$ cat src/rtl/alu_arbiter.sv
// alu_arbiter: two-requester front end for a shared multi-cycle ALU.
// Only one transaction is in flight. On a tie, the requester that was not served last wins.
module alu_arbiter #(
  parameter int WIDTH = 8,
  parameter int CMD_W = 4,
  parameter int RES_W = 2*WIDTH,
  parameter int LAT   = 2
) (
  input  logic                 CLK,
  input  logic                 RST,
  input  logic [1:0]           REQ_VALID,
  output logic [1:0]           REQ_READY,
  input  logic [2*WIDTH-1:0]   REQ_OPA,
  input  logic [2*WIDTH-1:0]   REQ_OPB,
  input  logic [1:0]           REQ_CIN,
  input  logic [2*CMD_W-1:0]   REQ_CMD,
  input  logic [1:0]           REQ_MODE,
  output logic [1:0]           RSP_VALID,
  input  logic [1:0]           RSP_READY,
  output logic [RES_W-1:0]     RSP_RES,
  output logic [5:0]           RSP_FLAGS,
  output logic                 ALU_CE,
  output logic [WIDTH-1:0]     ALU_OPA,
  output logic [WIDTH-1:0]     ALU_OPB,
  output logic                 ALU_CIN,
  output logic [CMD_W-1:0]     ALU_CMD,
  output logic                 ALU_MODE,
  output logic [1:0]           ALU_INP_VALID,
  input  logic [RES_W-1:0]     ALU_RES,
  input  logic                 ALU_COUT,
  input  logic                 ALU_OFLOW,
  input  logic                 ALU_G,
  input  logic                 ALU_E,
  input  logic                 ALU_L,
  input  logic                 ALU_ERR,
  output logic                 BUSY
);

  localparam int CNT_W = $clog2(LAT + 1);

  typedef enum logic [1:0] {IDLE, ISSUE, WAIT, RESP} state_t;

  state_t             state_q, state_d;
  logic               last_q, last_d;
  logic               owner_q, owner_d;
  logic [WIDTH-1:0]   opa_q, opa_d;
  logic [WIDTH-1:0]   opb_q, opb_d;
  logic               cin_q, cin_d;
  logic [CMD_W-1:0]   cmd_q, cmd_d;
  logic               mode_q, mode_d;
  logic [CNT_W-1:0]   cnt_q, cnt_d;
  logic [RES_W-1:0]   res_q, res_d;
  logic [5:0]         flags_q, flags_d;
  logic [1:0]         grant;
  logic               win;
  logic               alu_ce;

  always_ff @(posedge CLK or negedge RST) begin
    if (!RST) begin
      state_q <= IDLE;
      last_q  <= 1'b1;
      owner_q <= 1'b0;
      opa_q   <= '0;
      opb_q   <= '0;
      cin_q   <= 1'b0;
      cmd_q   <= '0;
      mode_q  <= 1'b0;
      cnt_q   <= '0;
      res_q   <= '0;
      flags_q <= '0;
    end else begin
      state_q <= state_d;
      last_q  <= last_d;
      owner_q <= owner_d;
      opa_q   <= opa_d;
      opb_q   <= opb_d;
      cin_q   <= cin_d;
      cmd_q   <= cmd_d;
      mode_q  <= mode_d;
      cnt_q   <= cnt_d;
      res_q   <= res_d;
      flags_q <= flags_d;
    end
  end

  // A lone requester wins outright; when both request, the one not served last wins.
  assign win = (REQ_VALID == 2'b11) ? ~last_q : REQ_VALID[1];

  always_comb begin
    state_d = state_q;
    last_d  = last_q;
    owner_d = owner_q;
    opa_d   = opa_q;
    opb_d   = opb_q;
    cin_d   = cin_q;
    cmd_d   = cmd_q;
    mode_d  = mode_q;
    cnt_d   = cnt_q;
    res_d   = res_q;
    flags_d = flags_q;
    grant   = 2'b00;
    alu_ce  = 1'b0;
    case (state_q)
      IDLE: begin
        if (REQ_VALID != 2'b00) begin
          grant   = win ? 2'b10 : 2'b01;
          owner_d = win;
          opa_d   = win ? REQ_OPA[2*WIDTH-1:WIDTH] : REQ_OPA[WIDTH-1:0];
          opb_d   = win ? REQ_OPB[2*WIDTH-1:WIDTH] : REQ_OPB[WIDTH-1:0];
          cin_d   = REQ_CIN[win];
          cmd_d   = win ? REQ_CMD[2*CMD_W-1:CMD_W] : REQ_CMD[CMD_W-1:0];
          mode_d  = REQ_MODE[win];
          state_d = ISSUE;
        end
      end
      ISSUE: begin
        alu_ce  = 1'b1;
        cnt_d   = CNT_W'(LAT);
        state_d = WAIT;
      end
      WAIT: begin
        cnt_d = cnt_q - CNT_W'(1);
        if (cnt_q == CNT_W'(1)) begin
          res_d   = ALU_RES;
          flags_d = {ALU_COUT, ALU_OFLOW, ALU_G, ALU_E, ALU_L, ALU_ERR};
          state_d = RESP;
        end
      end
      RESP: begin
        if (RSP_READY[owner_q]) begin
          last_d  = owner_q;
          state_d = IDLE;
        end
      end
      default: state_d = IDLE;
    endcase
  end

  // The grant is combinational from REQ_VALID, so it must be masked while reset is held.
  assign REQ_READY     = RST ? grant : 2'b00;
  assign RSP_VALID     = (state_q == RESP) ? {owner_q, ~owner_q} : 2'b00;
  assign RSP_RES       = res_q;
  assign RSP_FLAGS     = flags_q;
  assign ALU_CE        = alu_ce;
  assign ALU_INP_VALID = alu_ce ? 2'b11 : 2'b00;
  assign ALU_OPA       = opa_q;
  assign ALU_OPB       = opb_q;
  assign ALU_CIN       = cin_q;
  assign ALU_CMD       = cmd_q;
  assign ALU_MODE      = mode_q;
  assign BUSY          = (state_q != IDLE);

endmodule

$ cat config.mk
export PLATFORM = sky130hd
export DESIGN_NAME = alu_arbiter
export DESIGN_NICKNAME = d
export VERILOG_FILES = /design/src/rtl/alu_arbiter.sv
export SDC_FILE = /design/constraint.sdc
export NUM_CORES = 1
export LEC_CHECK = 0
export BUFFER_PORTS_ARGS = -buffer_cell sky130_fd_sc_hd__buf_2
export CORE_ASPECT_RATIO = 1.25
export CORE_MARGIN = 2
export CORE_UTILIZATION = 40
export DETAILED_ROUTE_END_ITERATION = 8
export GPL_ROUTABILITY_DRIVEN = 0
export MAX_ROUTING_LAYER = met4
export PLACE_DENSITY = 0.76
export SLEW_MARGIN = 40
export SYNTH_ARGS = -nofsm -noshare
export SYNTH_HDL_FRONTEND = slang
export SYNTH_SLANG_ARGS = --single-unit
$ cat constraint.sdc
create_clock -name CLK -period 1.6 [get_ports CLK]
set_input_delay 0.48 -clock CLK [delete_from_list [all_inputs] [get_ports CLK]]
set_output_delay 0.48 -clock CLK [all_outputs]
set_load 0.05 [all_outputs]
==> results.md <==
* Status: complete, but fails checks
* Failing checks: negative setup slack
* CTS max path bufs at 2
* Synth Flop Type: dfrtp_1
* Clock Sinks at 50
* Starting Density at 41.5%
* HP Class: in -> async
* Crit path max fanout at 3
* Net count after synthesis at 267
* Max Fclk at 545 MHz
* Final wirelength at 4.81 mm
* Top-count cell post-synth: dfrtp_1
* Post-Syn Area at 2260 um^2
* Max-cap violations at 0
* Clock transition at path regs at 0.10 ns
* Worst-margin pin slew at 0.395 ns
* CP endpoint kind: primary output
* Post-synth EDFFs at 0
* First-pass GRT wire length at 7.40 mm
* Top cells by area, synth: dfrtp_1, mux2i_1, mux2_2
* Area grow syn2layout at 44.7%
* Kind of critical path: reg -> out
* Die H at 88.0 um
* Hold_buf cts at 0
* Slack of the critical path at -0.235 ns
* DR vias/cell at 4.62
* Hpwl dp at 3.70 mm
* Slew Limit Headroom at 73.7%
* Starting DRT DRC Count at 36
* Total CTS buffers at 5
* CTS tree: done
* Register area share after synthesis at 55.5%
* Arrival time of the worst setup path at 1.35 ns
* Post-synthesis average cell area at 11.9 um^2
* Leakage at 1.71 nW
* Die width at 71.2 um
* GRT Residual Overflow at 0
* Area leader, netlist: dfrtp_1
* Die ar. at 6260 um^2
* Synth Instances at 189
* DRC at 0
* Worst VDD drop at 0.969 mV
* Number of global-route vias before repair at 1698
* Post-synthesis cell type count at 24
* Post-synth top area share at 54.3%
* Num rows at 30
* Max-slew violations at 0
* Final setup fails at 8
* List of most frequent post-synthesis cells: dfrtp_1, nand2_1, mux2i_1
* Largest net degree at the start of global routing at 47
* Pre-CTS worst setup slack at -0.190 ns
* Final hold vios at 0
* N_diodes at 0
* Core footprint at 5440 um^2
* Final Critical Period at 1.83 ns
* Clock Latency Late Sink at 0.31 ns
* Skew final at 0.0106 ns
* DRT antenna net count at 0
* P per Cell Area at 2380 nW/um^2
* Port bufs at 123
* RSZ-0062 raised after global routing: yes
* Sum Neg Setup Slack at -1.40 ns
* Initial antenna violation count at 0
* GR Util All Layers at 15.4%
* Clock root buffer: clkbuf_8
* Layout Cells excl Fill at 389
* Synth warnings at 0
* Vias after detailed routing at 1799
* Startpoint types: flop
* Reg2Reg Depth at 5
* CTS H-tree depth at 2
* Share of post-route cells with drive strength above 1 at 55.1%
* First drt pass iteration count at 4
* Worst EP required at 1.12 ns
* Routed len/inst at 12.4 um
* Tcrit/Tclk final at 115%
* Post-synth ARST share at 100%
* Nets at 402
* Synthesis-stage register bit count at 50
* I/O pin count at 124
* Dpl cells at 380
[metal layers]
metal  GRT usage (%)  up-vias  part of all wire, %
met5               -        -                    0
li1                -      908                    -
met4            6.17        0                  1.6
met3            3.34        8                  8.6
met1            16.7      798                   39
met2            27.3       85                   51
[flip-flops by register name (all words and copies together), names as in the netlist, 2 cells and up]
register   count
RSP_RES       16
ALU_OPA        8
ALU_OPB        8
RSP_FLAGS      6
ALU_CMD        4
cnt_q          2
state_q        2
[path summary, 6_finish.rpt]
check                                 start      endpoint  slack (ns)
worst min-delay path                    RST    ALU_OPA[2]        0.18
worst max register to register   state_q[1]    state_q[1]        0.06
max in group asynchronous               RST   RSP_RES[12]        1.12
worst max-delay path             state_q[1]  RSP_VALID[0]       -0.23
min in group CLK                ALU_RES[13]   RSP_RES[13]        0.38
worst min register to register      ALU_CIN       ALU_CIN        0.48
[repair_timing]
item / CTS / global route
setup buffers: 1 / 0
endpoints found under the setup margin: 10 / 31
pin swaps: 1 / 2
resized for setup: 24 / 5
[area by class of cell]
cell class	instances	area, um^2
Multi-Input combinational cell	119	983
Clock inverter	3	26.3
Inverter	8	30.0
Sequential cell	50	1250
Timing Repair Buffer	140	825
Fill cell	459	2180
Clock buffer	5	68.8
Tap cell	64	80.1
[cell usage in the layout (no fill, tap or decap)]
cell	instances
a221oi_4	1
and2b_2	1
a21oi_1	3
inv_6	2
buf_4	16
inv_2	2
inv_1	6
ha_4	4
o21ai_0	9
mux2_2	17
and2_2	1
nor2_4	1
o21ai_4	1
a2bb2oi_1	1
dfrtp_1	49
buf_6	3
o21ai_1	17
and3_4	1
mux2i_1	23
nand2_1	26
buf_12	1
buf_2	115
a21bo_4	1
nand3_1	1
clkbuf_8	5
nor3b_1	1
dfstp_2	1
mux2_1	6
buf_8	5
nor2_1	2
clkinv_4	1
ha_1	2
[worst max-delay path: stages, from the launching register on]
cell and delay [ns]:
dfrtp_1 0.39, buf_4 0.16, ha_4 0.15, and2b_2 0.20, buf_8 0.15
[kinds of logic (layout without fill, tap and decap cells)]
group           Yosys count  count (layout)  synth area share [%]
flops                    50              50                  55.5
buf+inv                  20             156                  4.99
fa+ha+maj                 6               6                  3.33
simple gates             34              34                  6.37
mux                      46              46                  21.7
compound gates           33              33                  8.15
[through the flow]
stage          power [mW]  hold WS (ns)  area (um^2)  util (%)
2_1_floorplan        5.65         0.184         2290         -
3_3_place_gp         6.69         0.463         3040      55.9
3_5_place_dp         6.78         0.469         3040      55.9
4_1_cts              7.76         0.178         3230      59.4
5_1_grt              8.21         0.210         3270      60.0
6_report             7.76         0.175         3270      60.0
[power breakdown]
| group | internal, mW | switching [mW] |
|---|---|---|
| logic | 1.49 | 3.31 |
| registers | 1.89 | 0.301 |
| clock network | 0.322 | 0.444 |
Power figures use the tool's default switching activity.
